$ cat src/rtl/t03_sprite_fetch_arbiter_if.sv
// ---------------------------------------------------------------------------
// t03_sprite_fetch_arbiter_if
// Bus between the sprite line loaders, the fetch arbiter and sprite memory.
//   req/gnt           : per-requester request and one-hot grant (0=P1, 1=P2, 2=text)
//   addr_p1/p2/txt    : per-requester read address, held stable with req
//   mem_rd_en/addr    : read strobe and address toward sprite memory
//   mem_rdata         : sprite memory read data
//   rd_valid/rd_data  : one-hot return strobe and return data toward requesters
// Modports: slave = the arbiter, master = the requesters plus memory.
// ---------------------------------------------------------------------------
interface t03_sprite_fetch_arbiter_if #(
    parameter int ADDR_W = 12,
    parameter int DATA_W = 8
);
    logic [2:0]        req;
    logic [2:0]        gnt;
    logic [ADDR_W-1:0] addr_p1;
    logic [ADDR_W-1:0] addr_p2;
    logic [ADDR_W-1:0] addr_txt;
    logic              mem_rd_en;
    logic [ADDR_W-1:0] mem_addr;
    logic [DATA_W-1:0] mem_rdata;
    logic [2:0]        rd_valid;
    logic [DATA_W-1:0] rd_data;

    modport slave (
        input  req, addr_p1, addr_p2, addr_txt, mem_rdata,
        output gnt, mem_rd_en, mem_addr, rd_valid, rd_data
    );

    modport master (
        output req, addr_p1, addr_p2, addr_txt, mem_rdata,
        input  gnt, mem_rd_en, mem_addr, rd_valid, rd_data
    );
endinterface

$ cat src/rtl/t03_sprite_fetch_arbiter.sv
// ---------------------------------------------------------------------------
// t03_sprite_fetch_arbiter
// Shares one sprite-memory read port between player 1 (req 0), player 2
// (req 1) and text (req 2) sprite loaders. Grants are only issued while
// fetch_win is high; each read is tagged and its data routed back to the
// requester that issued it, in issue order.
// Ports:
//   clk, rst   : system clock, asynchronous active-high reset
//   fetch_win  : 1 = blanking fetch window open, new grants allowed
//   bus        : t03_sprite_fetch_arbiter_if.slave (req/gnt, addresses,
//                memory read port, tagged return)
//   busy       : 1 while the controller is not IDLE
// Build option: define T03_ARB_FIXED_PRIO_EN for fixed priority
// req0 > req1 > req2 (round-robin pointer removed); default is round-robin.
// ---------------------------------------------------------------------------
module t03_sprite_fetch_arbiter #(
    parameter int ADDR_W   = 12,
    parameter int DATA_W   = 8,
    parameter int READ_LAT = 2
) (
    input  logic                        clk,
    input  logic                        rst,
    input  logic                        fetch_win,
    t03_sprite_fetch_arbiter_if.slave   bus,
    output logic                        busy
);
    // One stage per cycle from issue until mem_rdata is valid.
    localparam int DEPTH = READ_LAT + 1;

    typedef enum logic [1:0] {IDLE, ARB, DRAIN} state_t;

    state_t            state, state_nxt;
    logic [DEPTH-1:0]  tag_vld;
    logic [1:0]        tag_id [DEPTH];
    logic              pipe_busy;
    logic [2:0]        pick;
    logic [2:0]        gnt;
    logic              hs;
    logic [1:0]        win_id;
    logic [ADDR_W-1:0] win_addr;
`ifndef T03_ARB_FIXED_PRIO_EN
    logic [1:0]        last;
`endif

    assign pipe_busy = |tag_vld;
    assign busy      = (state != IDLE);

    // Requester selection
`ifdef T03_ARB_FIXED_PRIO_EN
    always_comb begin
        pick = '0;
        if (bus.req[0])      pick = 3'b001;
        else if (bus.req[1]) pick = 3'b010;
        else if (bus.req[2]) pick = 3'b100;
    end
`else
    // Search starts one past the last granted requester.
    always_comb begin
        logic       found;
        logic [1:0] idx;
        pick  = '0;
        found = 1'b0;
        idx   = '0;
        for (int unsigned k = 0; k < 3; k++) begin
            idx = 2'((32'(last) + 32'd1 + k) % 32'd3);
            if (!found && bus.req[idx]) begin
                pick[idx] = 1'b1;
                found     = 1'b1;
            end
        end
    end
`endif

    always_comb begin
        gnt      = (state == ARB && fetch_win) ? pick : '0;
        hs       = |gnt;
        win_id   = 2'd0;
        win_addr = bus.addr_p1;
        case (gnt)
            3'b010: begin win_id = 2'd1; win_addr = bus.addr_p2;  end
            3'b100: begin win_id = 2'd2; win_addr = bus.addr_txt; end
            default: ;
        endcase
    end

    assign bus.gnt = gnt;

    always_comb begin
        state_nxt = state;
        case (state)
            IDLE:    if (fetch_win) state_nxt = ARB;
            ARB:     if (!fetch_win) state_nxt = pipe_busy ? DRAIN : IDLE;
            DRAIN:   if (!pipe_busy) state_nxt = fetch_win ? ARB : IDLE;
            default: state_nxt = IDLE;
        endcase
    end

    always_ff @(posedge clk or posedge rst) begin
        if (rst) state <= IDLE;
        else     state <= state_nxt;
    end

`ifndef T03_ARB_FIXED_PRIO_EN
    always_ff @(posedge clk or posedge rst) begin
        if (rst)     last <= 2'd2;
        else if (hs) last <= win_id;
    end
`endif

    // Read issue, tag pipeline and return routing
    always_ff @(posedge clk or posedge rst) begin
        if (rst) begin
            bus.mem_rd_en <= 1'b0;
            bus.mem_addr  <= '0;
            tag_vld       <= '0;
            for (int unsigned i = 0; i < DEPTH; i++) tag_id[i] <= '0;
            bus.rd_valid  <= '0;
            bus.rd_data   <= '0;
        end else begin
            bus.mem_rd_en <= hs;
            if (hs) bus.mem_addr <= win_addr;
            tag_vld   <= {tag_vld[DEPTH-2:0], hs};
            tag_id[0] <= win_id;
            for (int unsigned i = 1; i < DEPTH; i++) tag_id[i] <= tag_id[i-1];
            // Last stage lines up with mem_rdata being valid.
            if (tag_vld[DEPTH-1]) begin
                bus.rd_valid <= 3'(3'b001 << tag_id[DEPTH-1]);
                bus.rd_data  <= bus.mem_rdata;
            end else begin
                bus.rd_valid <= '0;
            end
        end
    end
endmodule
$ cat src/flat_wrapper.sv
// flat-port wrapper written by rule: the top's interface ports become plain ports
module t03_sprite_fetch_arbiter_flat 
#(
    parameter int ADDR_W   = 12,
    parameter int DATA_W   = 8,
    parameter int READ_LAT = 2
)
  (clk, rst, fetch_win, busy, bus_req, bus_addr_p1, bus_addr_p2, bus_addr_txt, bus_mem_rdata, bus_gnt, bus_mem_rd_en, bus_mem_addr, bus_rd_valid, bus_rd_data);
  t03_sprite_fetch_arbiter_if #(.ADDR_W(ADDR_W), .DATA_W(DATA_W)) bus_i ();
  input  logic clk;
  input  logic rst;
  input  logic fetch_win;
  output logic busy;
  input wire logic [$bits(bus_i.req)-1:0] bus_req;
  input wire logic [$bits(bus_i.addr_p1)-1:0] bus_addr_p1;
  input wire logic [$bits(bus_i.addr_p2)-1:0] bus_addr_p2;
  input wire logic [$bits(bus_i.addr_txt)-1:0] bus_addr_txt;
  input wire logic [$bits(bus_i.mem_rdata)-1:0] bus_mem_rdata;
  output wire logic [$bits(bus_i.gnt)-1:0] bus_gnt;
  output wire logic [$bits(bus_i.mem_rd_en)-1:0] bus_mem_rd_en;
  output wire logic [$bits(bus_i.mem_addr)-1:0] bus_mem_addr;
  output wire logic [$bits(bus_i.rd_valid)-1:0] bus_rd_valid;
  output wire logic [$bits(bus_i.rd_data)-1:0] bus_rd_data;
  assign bus_i.req = bus_req;
  assign bus_i.addr_p1 = bus_addr_p1;
  assign bus_i.addr_p2 = bus_addr_p2;
  assign bus_i.addr_txt = bus_addr_txt;
  assign bus_i.mem_rdata = bus_mem_rdata;
  assign bus_gnt = bus_i.gnt;
  assign bus_mem_rd_en = bus_i.mem_rd_en;
  assign bus_mem_addr = bus_i.mem_addr;
  assign bus_rd_valid = bus_i.rd_valid;
  assign bus_rd_data = bus_i.rd_data;
  t03_sprite_fetch_arbiter #(.ADDR_W(ADDR_W), .DATA_W(DATA_W), .READ_LAT(READ_LAT)) u_core (.clk(clk), .rst(rst), .fetch_win(fetch_win), .bus(bus_i), .busy(busy));
endmodule
$ cat config.mk
export PLATFORM = sky130hd
export DESIGN_NAME = t03_sprite_fetch_arbiter_flat
export DESIGN_NICKNAME = d
export VERILOG_FILES = /design/src/rtl/t03_sprite_fetch_arbiter_if.sv /design/src/rtl/t03_sprite_fetch_arbiter.sv /design/src/flat_wrapper.sv
export SDC_FILE = /design/constraint.sdc
export NUM_CORES = 1
export LEC_CHECK = 0
export CAP_MARGIN = 20
export CORE_MARGIN = 3
export CORE_UTILIZATION = 43
export CTS_CLUSTER_DIAMETER = 60
export DETAILED_ROUTE_END_ITERATION = 8
export GPL_ROUTABILITY_DRIVEN = 0
export PLACE_DENSITY = 0.92
export SYNTH_ARGS = -nofsm -noshare
export SYNTH_HDL_FRONTEND = slang
export SYNTH_SLANG_ARGS = --single-unit
$ cat constraint.sdc
create_clock -name clk -period 3.1 [get_ports clk]
set_clock_uncertainty 0.05 [all_clocks]
set_input_delay 0.62 -clock clk [delete_from_list [all_inputs] [get_ports clk]]
set_output_delay 0.62 -clock clk [all_outputs]
set_load 0.01 [all_outputs]
==> summary.md <==
| Metric | Value |
|---|---|
| Clk pwr share | `roughly 16%` |
| Antenna Nets Post-Route | `0` |
| DP Area | `between 2000 and 3000 um2` |
| P_leak | `roughly 1.3 nW` |
| Worst-path fanout max | `5` |
| DR iter-0 viols | `89` |
| Chip Height | `between 70 and 80 um` |
| GRT Residual Overflow | `0` |
| RSZ-0062 raised after global routing | `false` |
| Io pins | `78` |
| Synth warn | `0` |
| Row Count | `23` |
| Share of cells above drive strength 1 | `roughly a fifth` |
| FILL cells | `303` |
| # setup viols final | `0` |
| Sw Share | `between 30 and 40%` |
| Post-synth top area share | `a little under half` |
| Reg clk slew, reported paths | `0.07 ns` |
| Drt drc | `0` |
| Initial antenna violation count | `0` |
| # Post-CTS Setup Buffers | `0` |
| Count of flip-flops with a built-in enable after synthesis | `0` |
| Min cycle time layout | `3.01 ns` |
| Via Count | `1606` |
| Area of the die | `between 5000 and 6000 um2` |
| IO buf count | `77` |
| Max-cap violations | `0` |
| Max_slew headroom | `~53%` |
| #FFs+latches synth | `36` |
| Commonest non-fill, non-tap cells in the layout | `clkdlybuf4s50_1, dfrtp_1, nor2_1, mux2i_1, buf_4` |
| Crit end category | `output port` |
| Power Internal | `1.65 mW` |
| Sequential-to-total area share from yosys stat | `approximately half` |
| Area Growth Syn to Fin | `54.5%` |
| Nets | `roughly 300` |
| Outcome | `finished, final reports clean` |
| Clock tree buffer depth | `2` |
| Antenna Diode Count | `0` |
| Crit share post-route | `between 90% and 100%` |
| Post-Syn Area | `~1900 um2` |
| Vias in the first global route | `between 1500 and 2000` |
| Register share of total power | `a little under a third` |
| Cell area after layout | `roughly 2900 um2` |
| Drt via density | `around 5.3` |
| Post-synthesis cell type count | `between 40 and 50` |
| Ys flop type | `dfrtp_1` |
| Hold-fix buffers, CTS | `0` |
| Core area | `between 4000 and 5000 um2` |
| Pin count of the biggest net entering global routing | `37` |
| Crit path kind | `flop to output port` |
| HPWL after DPL | `about 3300 um` |
| Worst VDD drop | `between 0.4 and 0.5 mV` |
| Root buffer cell | `clkbuf_8` |
| Die width | `~72 um` |
| Worst R2R Start | `u_core.last[1]` |
| Worst Hold Class | `flop to flop` |
| Mapped Cells | `about 170` |
| Leading area contributor after synthesis | `dfrtp_1` |
| Final Slew Violations | `0` |
| WL final | `around 4500 um` |
| Clk sinks | `36` |
| WP data required | `between 2 and 2.5 ns` |
| Critical path arrival | `about 2.3 ns` |
| Sequential cell area | `~900 um2` |
| Area contributors post-synth | `dfrtp_1, mux2i_1, a221oi_2` |
| WL/cell | `between 10 and 15 um` |
| TritonRoute pass-1 iters | `4` |
| First-pass GRT wire length | `around 7200 um` |
| Worst slew pin tran | `between 0.7 and 0.8 ns` |
| Pwr Total | `between 2 and 3 mW` |
| Final hold violations | `0` |
| Synth Net Count | `219` |
| Multi-input logic area | `a little under 900 um2` |
| Hold Startpoint | `u_core.tag_id[4]` |
| NetSw | `between 800 and 900 uW` |
| Worst skew pair latency | `roughly 0.29 ns` |
| Commonest non-fill, non-tap cell in the layout | `clkdlybuf4s50_1` |
| Crit start category | `flop` |
| Syn avg cell area | `around 11 um2` |
| Initial Util | `roughly 46%` |
| CTS tree | `built` |
| Ys async rst share | `100%` |
| Worst Setup SP | `u_core.last[1]` |
| TritonCTS Buffers | `5` |
| H-tree level count | `2` |
| Fmax | `332 MHz` |
| Logic pwr share | `between 50% and 60%` |
| Pwr Density | `868 nW/um2` |
| GRT Resource Usage Total | `approximately 18%` |
routing by layer:
metal  vias to the layer above  global-route usage, %  wire (um)  share of wire [%]
met5                         -                      0          0                  0
li1                        766                      -          -                  -
met1                       766                   18.6       1680                 38
met3                         5                   6.45        392                8.8
met4                         0                   6.05         55                1.2
met2                        69                   32.7       2340                 52
synth_stat cells (2+ instances only):
cell	n
a221oi_1	2
ha_1	4
a211oi_1	2
inv_1	4
inv_2	2
dfrtp_1	35
or2_2	2
mux2_2	8
buf_2	2
a221oi_2	10
nor2_1	33
mux2i_1	16
nor3b_1	3
nor3_1	2
nor3_2	2
nand2_1	6
buf_4	4
nor2b_1	3
registers in the layout (all words and copies together), names as in the netlist:
register / flops
u_core.tag_vld: 3
u_core.bus.rd_data: 8
u_core.tag_id: 6
u_core.last: 2
u_core.state: 2
u_core.bus.rd_valid: 3
u_core.bus.mem_addr: 12
logic make-up (layout without fill, tap and decap cells):
logic type | after synthesis | in the layout | share of synthesized area (%)
simple gates | 57 | 57 | 14.5
compound gates | 28 | 28 | 16.2
mux | 24 | 24 | 13.4
buf+inv | 16 | 106 | 4.83
fa+ha+maj | 4 | 4 | 2.68
flops | 36 | 36 | 48.4
metrics by stage:
step | utilization (%) | setup slack (ns) | cells | setup TNS, ns | hold WS [ns]
after floorplan | - | 0.551 | 165 | 0 | 0.281
after global placement | 67.5 | -0.107 | 297 | -0.254 | 0.282
after detailed placement | 67.5 | -0.119 | 297 | -0.317 | 0.285
after CTS | 70.4 | 0.0301 | 305 | 0 | 0.302
after global routing | 70.5 | 0.0335 | 305 | 0 | 0.314
final | 70.5 | 0.0903 | 305 | 0 | 0.301
power groups by stage:
| stage | logic [mW] | registers, mW | clock network, mW |
|---|---|---|---|
| 2_1_floorplan | 0.720 | 0.817 | 0 |
| 3_3_place_gp | 1.28 | 0.761 | 0 |
| 3_5_place_dp | 1.30 | 0.776 | 0 |
| 4_1_cts | 1.32 | 0.770 | 0.416 |
| 5_1_grt | 1.42 | 0.796 | 0.438 |
| 6_report | 1.32 | 0.768 | 0.409 |
critical path, cell delays in order, from the launching register on:
cell	delay, ns
dfstp_2	0.57
inv_1	0.09
ha_2	0.21
nand2b_1	0.15
o311a_1	0.36
a211o_4	0.36
clkinv_4	0.05
clkdlybuf4s15_1	0.26
layout make-up:
class / count / share of cell area (%)
Inverter: 7 / 1.09
Timing Repair Buffer: 91 / 30.7
Multi-Input combinational cell: 113 / 30.9
Clock buffer: 5 / 2.39
Tap cell: 50 / 2.17
Clock inverter: 3 / 1.48
Sequential cell: 36 / 31.3
path summary, 6_finish.rpt:
path / to / slack (ns) / cells after the start
worst max-delay path: bus_gnt[0] / 0.09 / 7
worst min-delay path: u_core.tag_id[2] / 0.30 / 0
worst max register to register: u_core.bus.mem_addr[10] / 0.25 / 10
worst min register to register: u_core.tag_id[2] / 0.30 / 0
max in group asynchronous: u_core.last[1] / 1.98 / 3
min in group asynchronous: u_core.bus.rd_data[3] / 0.68 / 3
repair_timing:
| item | CTS | global route |
|---|---|---|
| pin swaps | 1 | 0 |
| endpoints found under the setup margin | 3 | 1 |
| gates resized for setup | 8 | 2 |
(Power assumes the default switching activity.)
